==> config.mk <==
export PLATFORM = sky130hd
export DESIGN_NAME = gmii_capture_writer_flat
export DESIGN_NICKNAME = d
export VERILOG_FILES = /design/src/rtl/gmii_capture_writer_pkg.sv /design/src/rtl/gmii_capture_writer_if.sv /design/src/rtl/gmii_word_packer.sv /design/src/rtl/gmii_capture_writer.sv /design/src/flat_wrapper.sv
export SDC_FILE = /design/constraint.sdc
export NUM_CORES = 1
export LEC_CHECK = 0
export CORE_UTILIZATION = 57
export DETAILED_ROUTE_END_ITERATION = 6
export PLACE_DENSITY = 0.82
export SKIP_CTS_REPAIR_TIMING = 1
export SYNTH_ARGS = -nofsm -noshare
export SYNTH_HDL_FRONTEND = slang
export SYNTH_SLANG_ARGS = --single-unit
==> constraint.sdc <==
create_clock -name i_clk -period 3.3 [get_ports i_clk]
set_clock_uncertainty 0.1 [all_clocks]
set_input_delay 0.66 -clock i_clk [delete_from_list [all_inputs] [get_ports i_clk]]
set_output_delay 0.66 -clock i_clk [all_outputs]
set_load 0.005 [all_outputs]
==> src/rtl/gmii_capture_writer_pkg.sv <==
// Shared types and width helpers for the GMII capture write path.
package gmii_capture_writer_pkg;

  typedef enum logic [2:0] {
    IDLE     = 3'd0,
    WAIT_SOF = 3'd1,
    CAPTURE  = 3'd2,
    FLUSH    = 3'd3,
    DONE     = 3'd4
  } cap_state_e;

  function automatic int unsigned bpw(input int unsigned data_width);
    return data_width / 8;
  endfunction

  // A one-byte word still needs a one-bit lane index.
  function automatic int unsigned lane_width(input int unsigned data_width);
    return (data_width / 8 > 1) ? $clog2(data_width / 8) : 1;
  endfunction

  function automatic int unsigned bcnt_width(input int unsigned addr_width,
                                             input int unsigned data_width);
    return addr_width + $clog2(data_width / 8) + 1;
  endfunction

endpackage

==> src/rtl/gmii_capture_writer_if.sv <==
// Write port of the dual-port capture RAM; the writer is master, the RAM slave.
interface gmii_capture_writer_if #(
  parameter int unsigned DATA_WIDTH = 32,
  parameter int unsigned ADDR_WIDTH = 8
);
  logic                  mem_wr;
  logic [ADDR_WIDTH-1:0] mem_addr;
  logic [DATA_WIDTH-1:0] mem_data;

  modport master (output mem_wr, mem_addr, mem_data);
  modport slave  (input  mem_wr, mem_addr, mem_data);
endinterface

==> src/rtl/gmii_word_packer.sv <==
// Little-endian byte-to-word packer; lanes are zeroed after every word so a
// flushed partial word carries zeros in its unwritten lanes.
module gmii_word_packer
  import gmii_capture_writer_pkg::*;
#(
  parameter int unsigned DATA_WIDTH = 32
) (
  input  logic                              i_clk,
  input  logic                              rst,
  input  logic                              clear,
  input  logic                              byte_en,
  input  logic [7:0]                        byte_in,
  input  logic                              flush,
  output logic [lane_width(DATA_WIDTH)-1:0] lane,
  output logic [DATA_WIDTH-1:0]             word_c,
  output logic                              word_done_c
);

  localparam int unsigned BPW = bpw(DATA_WIDTH);
  localparam int unsigned LW  = lane_width(DATA_WIDTH);

  logic [DATA_WIDTH-1:0] shift_q;

  // Current word with the incoming byte dropped into its lane.
  always_comb begin
    word_c      = shift_q;
    word_done_c = byte_en && (lane == LW'(BPW - 1));
    for (int unsigned k = 0; k < BPW; k++) begin
      if (byte_en && (lane == LW'(k))) begin
        word_c[8*k +: 8] = byte_in;
      end
    end
  end

  always_ff @(posedge i_clk) begin
    if (rst || clear) begin
      lane    <= '0;
      shift_q <= '0;
    end else if (byte_en) begin
      if (word_done_c) begin
        lane    <= '0;
        shift_q <= '0;
      end else begin
        lane    <= lane + LW'(1);
        shift_q <= word_c;
      end
    end else if (flush) begin
      lane    <= '0;
      shift_q <= '0;
    end
  end

endmodule

==> src/rtl/gmii_capture_writer.sv <==
// Armed GMII frame capture into the write port of the capture RAM, with
// byte count, truncation and receive-error status.
module gmii_capture_writer
  import gmii_capture_writer_pkg::*;
#(
  parameter int unsigned DATA_WIDTH = 32,
  parameter int unsigned ADDR_WIDTH = 8,
  parameter int unsigned BCNT_WIDTH = bcnt_width(ADDR_WIDTH, DATA_WIDTH)
) (
  input  logic                   i_clk,
  input  logic                   rst,
  input  logic [7:0]             gmii_rxd,
  input  logic                   gmii_rx_dv,
  input  logic                   gmii_rx_er,
  input  logic                   arm,
  input  logic                   abort,
  gmii_capture_writer_if.master  mem_if,
  output logic                   busy,
  output logic                   done,
  output logic [BCNT_WIDTH-1:0]  byte_count,
  output logic                   truncated,
  output logic                   frame_err
);

  localparam int unsigned LW = lane_width(DATA_WIDTH);

  cap_state_e            state;
  logic                  dv_q;
  logic                  full_q;
  logic [ADDR_WIDTH-1:0] wr_addr;
  logic [LW-1:0]         lane;
  logic [DATA_WIDTH-1:0] word_c;
  logic                  word_done_c;
  logic                  start_c;
  logic                  sof_c;
  logic                  accept_c;
  logic                  flush_c;
  logic                  write_c;
  logic                  in_busy_c;

  // Byte acceptance and write requests; abort suppresses both.
  always_comb begin
    in_busy_c = (state == WAIT_SOF) || (state == CAPTURE) || (state == FLUSH);
    start_c   = ((state == IDLE) || (state == DONE)) && arm && !abort;
    sof_c     = (state == WAIT_SOF) && gmii_rx_dv && !dv_q;
    accept_c  = !abort && (sof_c || ((state == CAPTURE) && gmii_rx_dv && !full_q));
    flush_c   = !abort && (state == CAPTURE) && !gmii_rx_dv && (lane != '0);
    write_c   = (accept_c && word_done_c) || flush_c;
  end

  gmii_word_packer #(
    .DATA_WIDTH (DATA_WIDTH)
  ) u_packer (
    .i_clk       (i_clk),
    .rst         (rst),
    .clear       (start_c),
    .byte_en     (accept_c),
    .byte_in     (gmii_rxd),
    .flush       (flush_c),
    .lane        (lane),
    .word_c      (word_c),
    .word_done_c (word_done_c)
  );

  always_ff @(posedge i_clk) begin
    if (rst) begin
      state           <= IDLE;
      dv_q            <= 1'b0;
      full_q          <= 1'b0;
      wr_addr         <= '0;
      mem_if.mem_wr   <= 1'b0;
      mem_if.mem_addr <= '0;
      mem_if.mem_data <= '0;
      busy            <= 1'b0;
      done            <= 1'b0;
      byte_count      <= '0;
      truncated       <= 1'b0;
      frame_err       <= 1'b0;
    end else begin
      dv_q          <= gmii_rx_dv;
      mem_if.mem_wr <= write_c;

      // The address saturates at the last word; full_q blocks further bytes.
      if (write_c) begin
        mem_if.mem_addr <= wr_addr;
        mem_if.mem_data <= word_c;
        if (wr_addr == '1) begin
          full_q <= 1'b1;
        end else begin
          wr_addr <= wr_addr + ADDR_WIDTH'(1);
        end
      end

      if (accept_c) begin
        byte_count <= byte_count + BCNT_WIDTH'(1);
      end

      if (start_c) begin
        state      <= WAIT_SOF;
        busy       <= 1'b1;
        done       <= 1'b0;
        byte_count <= '0;
        truncated  <= 1'b0;
        frame_err  <= 1'b0;
        wr_addr    <= '0;
        full_q     <= 1'b0;
      end else if (abort && in_busy_c) begin
        state <= IDLE;
        busy  <= 1'b0;
        done  <= 1'b0;
      end else begin
        case (state)
          WAIT_SOF: begin
            if (sof_c) begin
              state <= CAPTURE;
              if (gmii_rx_er) frame_err <= 1'b1;
            end
          end
          CAPTURE: begin
            if (gmii_rx_dv) begin
              if (gmii_rx_er) frame_err <= 1'b1;
              if (full_q)     truncated <= 1'b1;
            end else if (lane != '0) begin
              state <= FLUSH;
            end else begin
              state <= DONE;
              busy  <= 1'b0;
              done  <= 1'b1;
            end
          end
          FLUSH: begin
            state <= DONE;
            busy  <= 1'b0;
            done  <= 1'b1;
          end
          default: ;
        endcase
      end
    end
  end

endmodule
==> src/flat_wrapper.sv <==
// flat-port wrapper written by rule: the top's interface ports become plain ports
module gmii_capture_writer_flat import gmii_capture_writer_pkg::*;
#(
  parameter int unsigned DATA_WIDTH = 32,
  parameter int unsigned ADDR_WIDTH = 8,
  parameter int unsigned BCNT_WIDTH = bcnt_width(ADDR_WIDTH, DATA_WIDTH)
)
  (i_clk, rst, gmii_rxd, gmii_rx_dv, gmii_rx_er, arm, abort, busy, done, byte_count, truncated, frame_err, mem_if_mem_wr, mem_if_mem_addr, mem_if_mem_data);
  gmii_capture_writer_if #(.DATA_WIDTH(DATA_WIDTH), .ADDR_WIDTH(ADDR_WIDTH)) mem_if_i ();
  input  logic i_clk;
  input  logic rst;
  input  logic [7:0] gmii_rxd;
  input  logic gmii_rx_dv;
  input  logic gmii_rx_er;
  input  logic arm;
  input  logic abort;
  output logic busy;
  output logic done;
  output logic [BCNT_WIDTH-1:0] byte_count;
  output logic truncated;
  output logic frame_err;
  output wire logic [$bits(mem_if_i.mem_wr)-1:0] mem_if_mem_wr;
  output wire logic [$bits(mem_if_i.mem_addr)-1:0] mem_if_mem_addr;
  output wire logic [$bits(mem_if_i.mem_data)-1:0] mem_if_mem_data;
  assign mem_if_mem_wr = mem_if_i.mem_wr;
  assign mem_if_mem_addr = mem_if_i.mem_addr;
  assign mem_if_mem_data = mem_if_i.mem_data;
  gmii_capture_writer #(.DATA_WIDTH(DATA_WIDTH), .ADDR_WIDTH(ADDR_WIDTH), .BCNT_WIDTH(BCNT_WIDTH)) u_core (.i_clk(i_clk), .rst(rst), .gmii_rxd(gmii_rxd), .gmii_rx_dv(gmii_rx_dv), .gmii_rx_er(gmii_rx_er), .arm(arm), .abort(abort), .mem_if(mem_if_i), .busy(busy), .done(done), .byte_count(byte_count), .truncated(truncated), .frame_err(frame_err));
endmodule
Word level (Yosys, flattened, before mapping)
Cells that the tools add are included.
W data, S select, Z words.
- bits in registers: 103
- input port bits: 14
- output and inout bits: 56
- word-level logic and storage cells: 108
- add/sub/neg operators: 3
- eq/ne operators: 15
- multiplexer cells: 28
- bitwise logic cells: 2
- reduce and logical (&&, ||, !) cells: 45
- operators by type and width (kind ; count):
    $mux W32 ; 3
    $mux W8 ; 4
    $logic_and A1 B1 Y1 ; 16
    $reduce_and A3 Y1 ; 4
    $add A11 B1 Y11 const B ; 1
    $mux W1 ; 11
    $mux W3 ; 3
    $pmux W3 S3 ; 1
    $add A8 B1 Y8 const B ; 1
    $eq A8 B8 Y1 const B ; 1
    $ne A4 B4 Y1 const B ; 2
    $reduce_and A4 Y1 ; 2
    $reduce_bool A2 Y1 ; 4
    $eq A3 B2 Y1 const B ; 2
    $logic_or A1 B1 Y1 ; 6
    $mux W2 ; 3
    $ne A2 B2 Y1 const B ; 3
    $pmux W1 S2 ; 3
    $reduce_bool A5 Y1 ; 1
    $eq A2 B2 Y1 const B ; 2
    $logic_not A1 Y1 ; 4
    $ne A4 B3 Y1 const B ; 1
    $reduce_and A2 Y1 ; 2
    $reduce_bool A4 Y1 ; 1
    11 further kinds ; 12

Longest topological paths before layout
Gate-level depths: netlist of the first run.
- depth in word-level cells: 9
- mapped depth: 9
- gate-level depth less buffers: 7

Modules after synthesis
Synthesis of the first run repeated with hierarchy kept, for this count alone.
- cell total of the unflattened synthesis: 484
- area, all modules: 4563.1 µm²
- by module, submodules not included (module ; instances ; cells an instance ; area an instance (µm²) ; sequential area each (µm²)):
    gmii_capture_writer ; 1 ; 348 ; 2961.6 ; 1381.3
    gmii_word_packer ; 1 ; 136 ; 1601.5 ; 680.7

Worst setup path after synthesis of the first run
No wires, ideal clock.
- path kind: input -> register
- start point: in abort
- end point: reg u_core.u_packer.shift_q[31]
- setup time: 0.116 ns
- arrival time: 2.145 ns
- data required time: 3.084 ns
- slack: 0.939 ns
- stages on the path: 7
- buffers on the path: 3
- cell sequence: or4b_1 -> or3_1 -> buf_4 -> and2_4 -> buf_6 -> buf_6 -> and3_1
- word-level cells in the longest chain between the ends: 6
- elaborated cells on any way between the ends: 12
- those cells by class: mux (3); reduce/logical (9)
- ends and longest elaborated chain (element ; line ; text):
    from (decl) ; flat_wrapper.sv:16 ; input logic abort;
    $logic_not A1 Y1 (*) ; gmii_capture_writer.sv:44, gmii_capture_writer.sv:46, gmii_capture_writer.sv:47 ;
    $logic_and A1 B1 Y1 ; gmii_capture_writer.sv:46 ; accept_c = !abort && (sof_c || ((state == CAPTURE) && gmii_rx_dv && !full_q));
    $logic_and A1 B1 Y1 ; gmii_word_packer.sv:27, gmii_word_packer.sv:29 ;
    $mux W8 ; gmii_word_packer.sv:29 ; if (byte_en && (lane == LW'(k))) begin
    $mux W32 ; gmii_word_packer.sv:40 ; if (word_done_c) begin
    $mux W32 ; gmii_word_packer.sv:39 ; end else if (byte_en) begin
    to (signal assigned) ; gmii_word_packer.sv:45 ; shift_q <= word_c;
    to (decl) ; gmii_word_packer.sv:22 ; logic [DATA_WIDTH-1:0] shift_q;
Every way passes the cells marked *; elsewhere a longest branch is shown, timed or not.
A chain may end at the register's enable or synchronous reset.

Worst setup path after layout of the first run
- start point: in abort
- end point: reg u_core.u_packer.shift_q[16]
- word-level cells in the longest chain between the ends: 6
- elaborated cells on any way between the ends: 13
- those cells by class: mux (3); reduce/logical (10)
- ends and longest elaborated chain (element ; line):
    $logic_not A1 Y1 (*) ; gmii_capture_writer.sv:44, gmii_capture_writer.sv:46, gmii_capture_writer.sv:47
    $logic_and A1 B1 Y1 ; gmii_capture_writer.sv:46
    $logic_and A1 B1 Y1 ; gmii_word_packer.sv:29
    $mux W8 ; gmii_word_packer.sv:29
    $mux W32 ; gmii_word_packer.sv:40
    $mux W32 ; gmii_word_packer.sv:39
Marks and branches as above.

==> results_dict.tcl, run 1 <==
set metrics [dict create \
    status "finished clean" \
    cp_max_fo 8 \
    drtPass1Iterations 5 \
    ys_seq_area_frac 0.482 \
    netlist.area_leader.share 0.482 \
    grt.total_usage 0.260 \
    root_buffer "clkbuf_8" \
    worst_setup_path_end_kind "register" \
    fin_util 0.719 \
    cts_buffers 9 \
    cts.sinks 103 \
    synth_cells 465 \
    insertedDiodeCount 0 \
    dpl_worst_slack_ps 244 \
    path_class "primary input to register" \
    period_needed_ps 2700 \
    fin_ws_ps 599 \
    finalSetupTns_ps 0 \
    drv_slew 0 \
    min_period_over_period 0.818 \
    drive_gt1_frac 0.0813 \
    tritoncts "built" \
    finalHoldViolations 0 \
    clkTransAtPathRegs_ps 100 \
    p_leak_nw 1.82 \
    hpwl_um 6640 \
    syn_avg_cell_area_um2 9.21 \
    setup_viol 0 \
    synth_top_area_cell "dfxtp_1" \
    required_ps 3510 \
    syn_area_um2 4280 \
    die_area_um2 7860 \
    rsz0062_at_grt "no" \
    final_cell_mix "dfxtp_1 (103), clkdlybuf4s50_1 (69), nor2_1 (59)" \
    place.gp.congestion 0.882 \
    grt_pass1_wl_um 15800 \
    ir_drop_uv 233 \
    yosysUniqueCellTypes 48 \
    ys.flop_type "dfxtp_1" \
    core-area_um2 7250 \
    worstPathArrival_ps 2910 \
    syn-num-nets 485 \
    final_common_cell "dfxtp_1" \
    grt_max_degree 61 \
    final_area_um2 5220 \
    row_count 31 \
    finalNetCount 544 \
    ant_nets 0 \
    vias 3611 \
    max_slew.worst_pin.slew_ps 721 \
    syn2layout_area_growth_pct 21.8 \
    wirelength_um 9710 \
    slew_headroom 0.517 \
    p_per_area_nw_per_um2 411 \
    fill_cells 576 \
    ys_seq_elements 103 \
    route.detailed.drc 0 \
    critPathLaunchType "primary input" \
    antenna_found_initial 0 \
    synth-edff-count 0 \
    fmax_mhz 370 \
    async_reset_ff_frac 0 \
    synthTopCellsByArea "dfxtp_1 (48%), nor2_1 (5.2%), nand2_1 (4.9%)" \
    ys_warn_count 0 \
    via_per_inst 5.75 \
    start_util 0.590 \
    wl_per_cell_um 15.5 \
    p_total_mw 2.15 \
    cts.path.max_buffers 2 \
    grt_pass1_vias 3325 \
    die_height_um 88.7 \
    grt-ovfl-total 0 \
    place_area_um2 5020 \
    ios 70 \
    htree_levels 3 \
    drv_cap 0 \
    fp.dieW_um 88.7 \
    drt_iter0_markers 221 \
    ff_latch_area_um2 2060 \
    insertion_delay_ps 360 \
    multi_input_area_um2 2000 \
    worstHoldPathType "register to register" \
    place.port_buffers 69 \
]
## flip-flops by register name (all words and copies together) (netlist names)
register                 flops
u_core.u_packer.lane         2
u_core.state                 3
u_core.full_q                1
u_core.mem_if.mem_wr         1
u_core.mem_if.mem_data      32
u_core.byte_count           11
u_core.busy                  1
u_core.wr_addr               8
u_core.dv_q                  1
u_core.truncated             1
u_core.u_packer.shift_q     32
u_core.frame_err             1
u_core.mem_if.mem_addr       8
u_core.done                  1
## final cells by class
cell class                 count  share of cell area
timing repair buffer          79               0.152
sequential                   103               0.395
tap                           99              0.0237
clock buffer                  11              0.0271
clock inverter                 5              0.0108
multi-input combinational    320               0.384
inverter                      11             0.00792
## cell families after synthesis
group,Yosys count,synth area share
adder cells (fa/ha/maj),6,0.0175
multiplexers,9,0.0210
XOR/XNOR,13,0.0266
flip-flops,103,0.482
AND/OR/NAND/NOR,191,0.211
buffers and inverters,42,0.0511
AO/OA/AOI/OAI,101,0.191
## synth_stat cells (10+ instances only)
cell,number
a21oi_1,20
a22o_1,24
a311oi_1,24
and3_1,12
buf_2,10
clkbuf_1,12
dfxtp_1,103
inv_1,11
nand2_1,56
nand3_1,29
nor2_1,59
## critical path, stage by stage
cell and delay [ps]:
clkdlybuf4s50_1 410, buf_4 160, nor3b_1 410, o21ai_1 170, or3_1 540, nor2_2 360
a22o_1 190
## path summary, 6_finish.rpt
kind                                           from                                       end  slack (ps)  cells after the start
min          u_core.mem_if.mem_addr[2]$_SDFFE_PP0P_    u_core.mem_if.mem_addr[2]$_SDFFE_PP0P_         360                      2
max                                           abort  u_core.u_packer.shift_q[16]$_SDFFE_PP0P_         600                      7
min reg2reg  u_core.mem_if.mem_addr[2]$_SDFFE_PP0P_    u_core.mem_if.mem_addr[2]$_SDFFE_PP0P_         360                      2
max reg2reg    u_core.u_packer.lane[0]$_SDFFE_PP0P_    u_core.mem_if.mem_data[8]$_SDFFE_PP0P_         760                      7
## stage by stage
step           std cells  hold WS (ps)
5_1_grt              628           378
2_1_floorplan        465           342
3_3_place_gp         612           338
3_5_place_dp         612           348
4_1_cts              628           363
6_report             628           361
## layer usage
metal	vias up	GRT usage	wire (um)
met5	-	0	0
met4	0	0.0982	159
met3	13	0.0485	462
met2	103	0.429	4690
met1	1709	0.338	4400
li1	1786	-	-
## report_power, final
group,internal (mW),switching (mW)
sequential,1.25,0.00508
clock,0.372,0.424
combinational,0.0380,0.0619
Note: power is estimated with default switching activity, not from simulation.
==> inputs of run 2 (changes only) <==
Settings changed: CORE_UTILIZATION 57 to 53, PLACE_DENSITY 0.82 to 0.77.
Clock period 3.3 ns to 2.5 ns, I/O delays scaled along.
==> results_dict.tcl, run 2 (same netlist as run 1, synthesis figures left out) <==
set metrics [dict create \
    busiest_layer "met2" \
    worstPathArrival_ps 2470 \
    via_per_inst 5.63 \
    finalNetCount 561 \
    met1_usage 0.309 \
    clkTransAtPathRegs_ps 100 \
    critPathLaunchType "primary input" \
    route.detailed.drc 0 \
    setup_viol 0 \
    rr_startpoint "u_core.state[2]$_SDFFE_PP0P_" \
    fp.dieW_um 91.9 \
    p_total_mw 2.97 \
    ir_drop_uv 335 \
    holdCritStartpoint "u_core.mem_if.mem_addr[3]$_SDFFE_PP0P_" \
    status "finished clean" \
    grt_max_degree 46 \
    reg2regPathDepth 6 \
    htree_levels 3 \
    grt_pass1_wl_um 16500 \
    insertedDiodeCount 0 \
    core-area_um2 7770 \
    hold_depth 2 \
    place.port_buffers 69 \
    cp-startpoint "abort" \
    ios 70 \
    p_per_area_nw_per_um2 551 \
    reg2reg_to "u_core.wr_addr[4]$_SDFFE_PP0P_" \
    cp_max_fo 6 \
    critPathMaxStageDelay_ps 520 \
    fin_hold_ws_ps 354 \
    die_area_um2 8440 \
    place.gp.congestion 0.884 \
    drive_gt1_frac 0.112 \
    min_period_over_period 0.926 \
    reg2reg_slack_ps 310 \
    use_met3 0.0282 \
    cts_buffers 9 \
    antenna_found_initial 0 \
    p_leak_nw 1.93 \
    ant_nets 0 \
    rsz0062_at_grt "no" \
    grt-ovfl-total 0 \
    max_slew.worst_pin.slew_ps 487 \
    cpMaxStageDelayCell "or4b_1" \
    row_count 32 \
    worstHoldPathType "register to register" \
    fmax_mhz 432 \
    hpwl_um 6910 \
    hold_end "u_core.mem_if.mem_addr[3]$_SDFFE_PP0P_" \
    period_needed_ps 2320 \
    path_class "primary input to register" \
    grt_pass1_vias 3463 \
    final_common_cell "dfxtp_1" \
    drv_slew 0 \
    final_cell_mix "dfxtp_1 (103), clkdlybuf4s50_1 (69), nor2_1 (59)" \
    insertion_delay_ps 360 \
    wirelength_um 9860 \
    vias 3645 \
    root_buffer "clkbuf_8" \
    drv_cap 0 \
    finalHoldViolations 0 \
    required_ps 2660 \
    grt.total_usage 0.247 \
    met2_usage 0.427 \
    path_cells "clkdlybuf4s50_1 -> or4b_1 -> or3_4 -> buf_4 -> a211o_1 -> xor2_1 -> nor2_1" \
    finalSetupTns_ps 0 \
    slew_headroom 0.675 \
    reg_top3 "u_core.mem_if.mem_data x32, u_core.u_packer.shift_q x32, u_core.byte_count x11" \
    start_util 0.551 \
    drtPass1Iterations 5 \
    drt_iter0_markers 210 \
    worst_setup_path_end_kind "register" \
    tritoncts "built" \
    syn2layout_area_growth_pct 26.0 \
    cts.path.max_buffers 2 \
    cts.sinks 103 \
    wl_per_cell_um 15.2 \
    die_height_um 91.9 \
]
## run 2: cell types whose count changed in the layout (fill, tap and decap cells not counted), sizes merged
cell and delta:
buf +17, bufinv +1, clkinvlp -1, inv +2
clkinv -2
## run 2: where the power goes
group	switching (mW)	total [mW]	leakage, nW	internal, mW
clock	0.579	1.18	0.115	0.603
combinational	0.0872	0.144	0.982	0.0566
sequential	0.00361	1.65	0.830	1.64
## run 2: routing by layer
layer / vias up / routed length (um)
met5: - / 0
met4: 0 / 187
met3: 18 / 397
met2: 96 / 4790
met1: 1714 / 4480
li1: 1817 / -
## run 2: worst max path at each step
stage / end / depth (start not counted)
finish: u_core.wr_addr[4]$_SDFFE_PP0P_ / 7
detailed placement: u_core.wr_addr[4]$_SDFFE_PP0P_ / 7
floorplan: u_core.u_packer.shift_q[31]$_SDFFE_PP0P_ / 7
global placement: u_core.wr_addr[4]$_SDFFE_PP0P_ / 7
global route: u_core.mem_if.mem_data[19]$_SDFFE_PP0P_ / 7
CTS: u_core.wr_addr[4]$_SDFFE_PP0P_ / 7
## run 2: cell type report
class	count	area (um^2)
multi-input cells	320	2010
clock buffers	11	141
flip-flops and latches	103	2060
well taps	102	128
fillers	627	2370
inverters	11	41.3
clock inverters	5	86.3
repair buffers	96	931
## run 2: stage by stage
step	instances	utilization	setup slack [ps]	area [um^2]
6_report	648	0.695	185	5400
5_1_grt	648	0.695	72.0	5400
4_1_cts	648	0.694	124	5390
3_5_place_dp	632	0.665	-269	5160
3_3_place_gp	632	0.665	-231	5160
2_1_floorplan	465	-	299	4280
## run 2: worst max-delay path, delay by kind of cell
kind                      cells  cell delay [ps]
AOI/OAI and AO/OA             1              260
buffers and inverters         2              580
and+or+nand+nor               3              980
xor gates and xnor gates      1              150
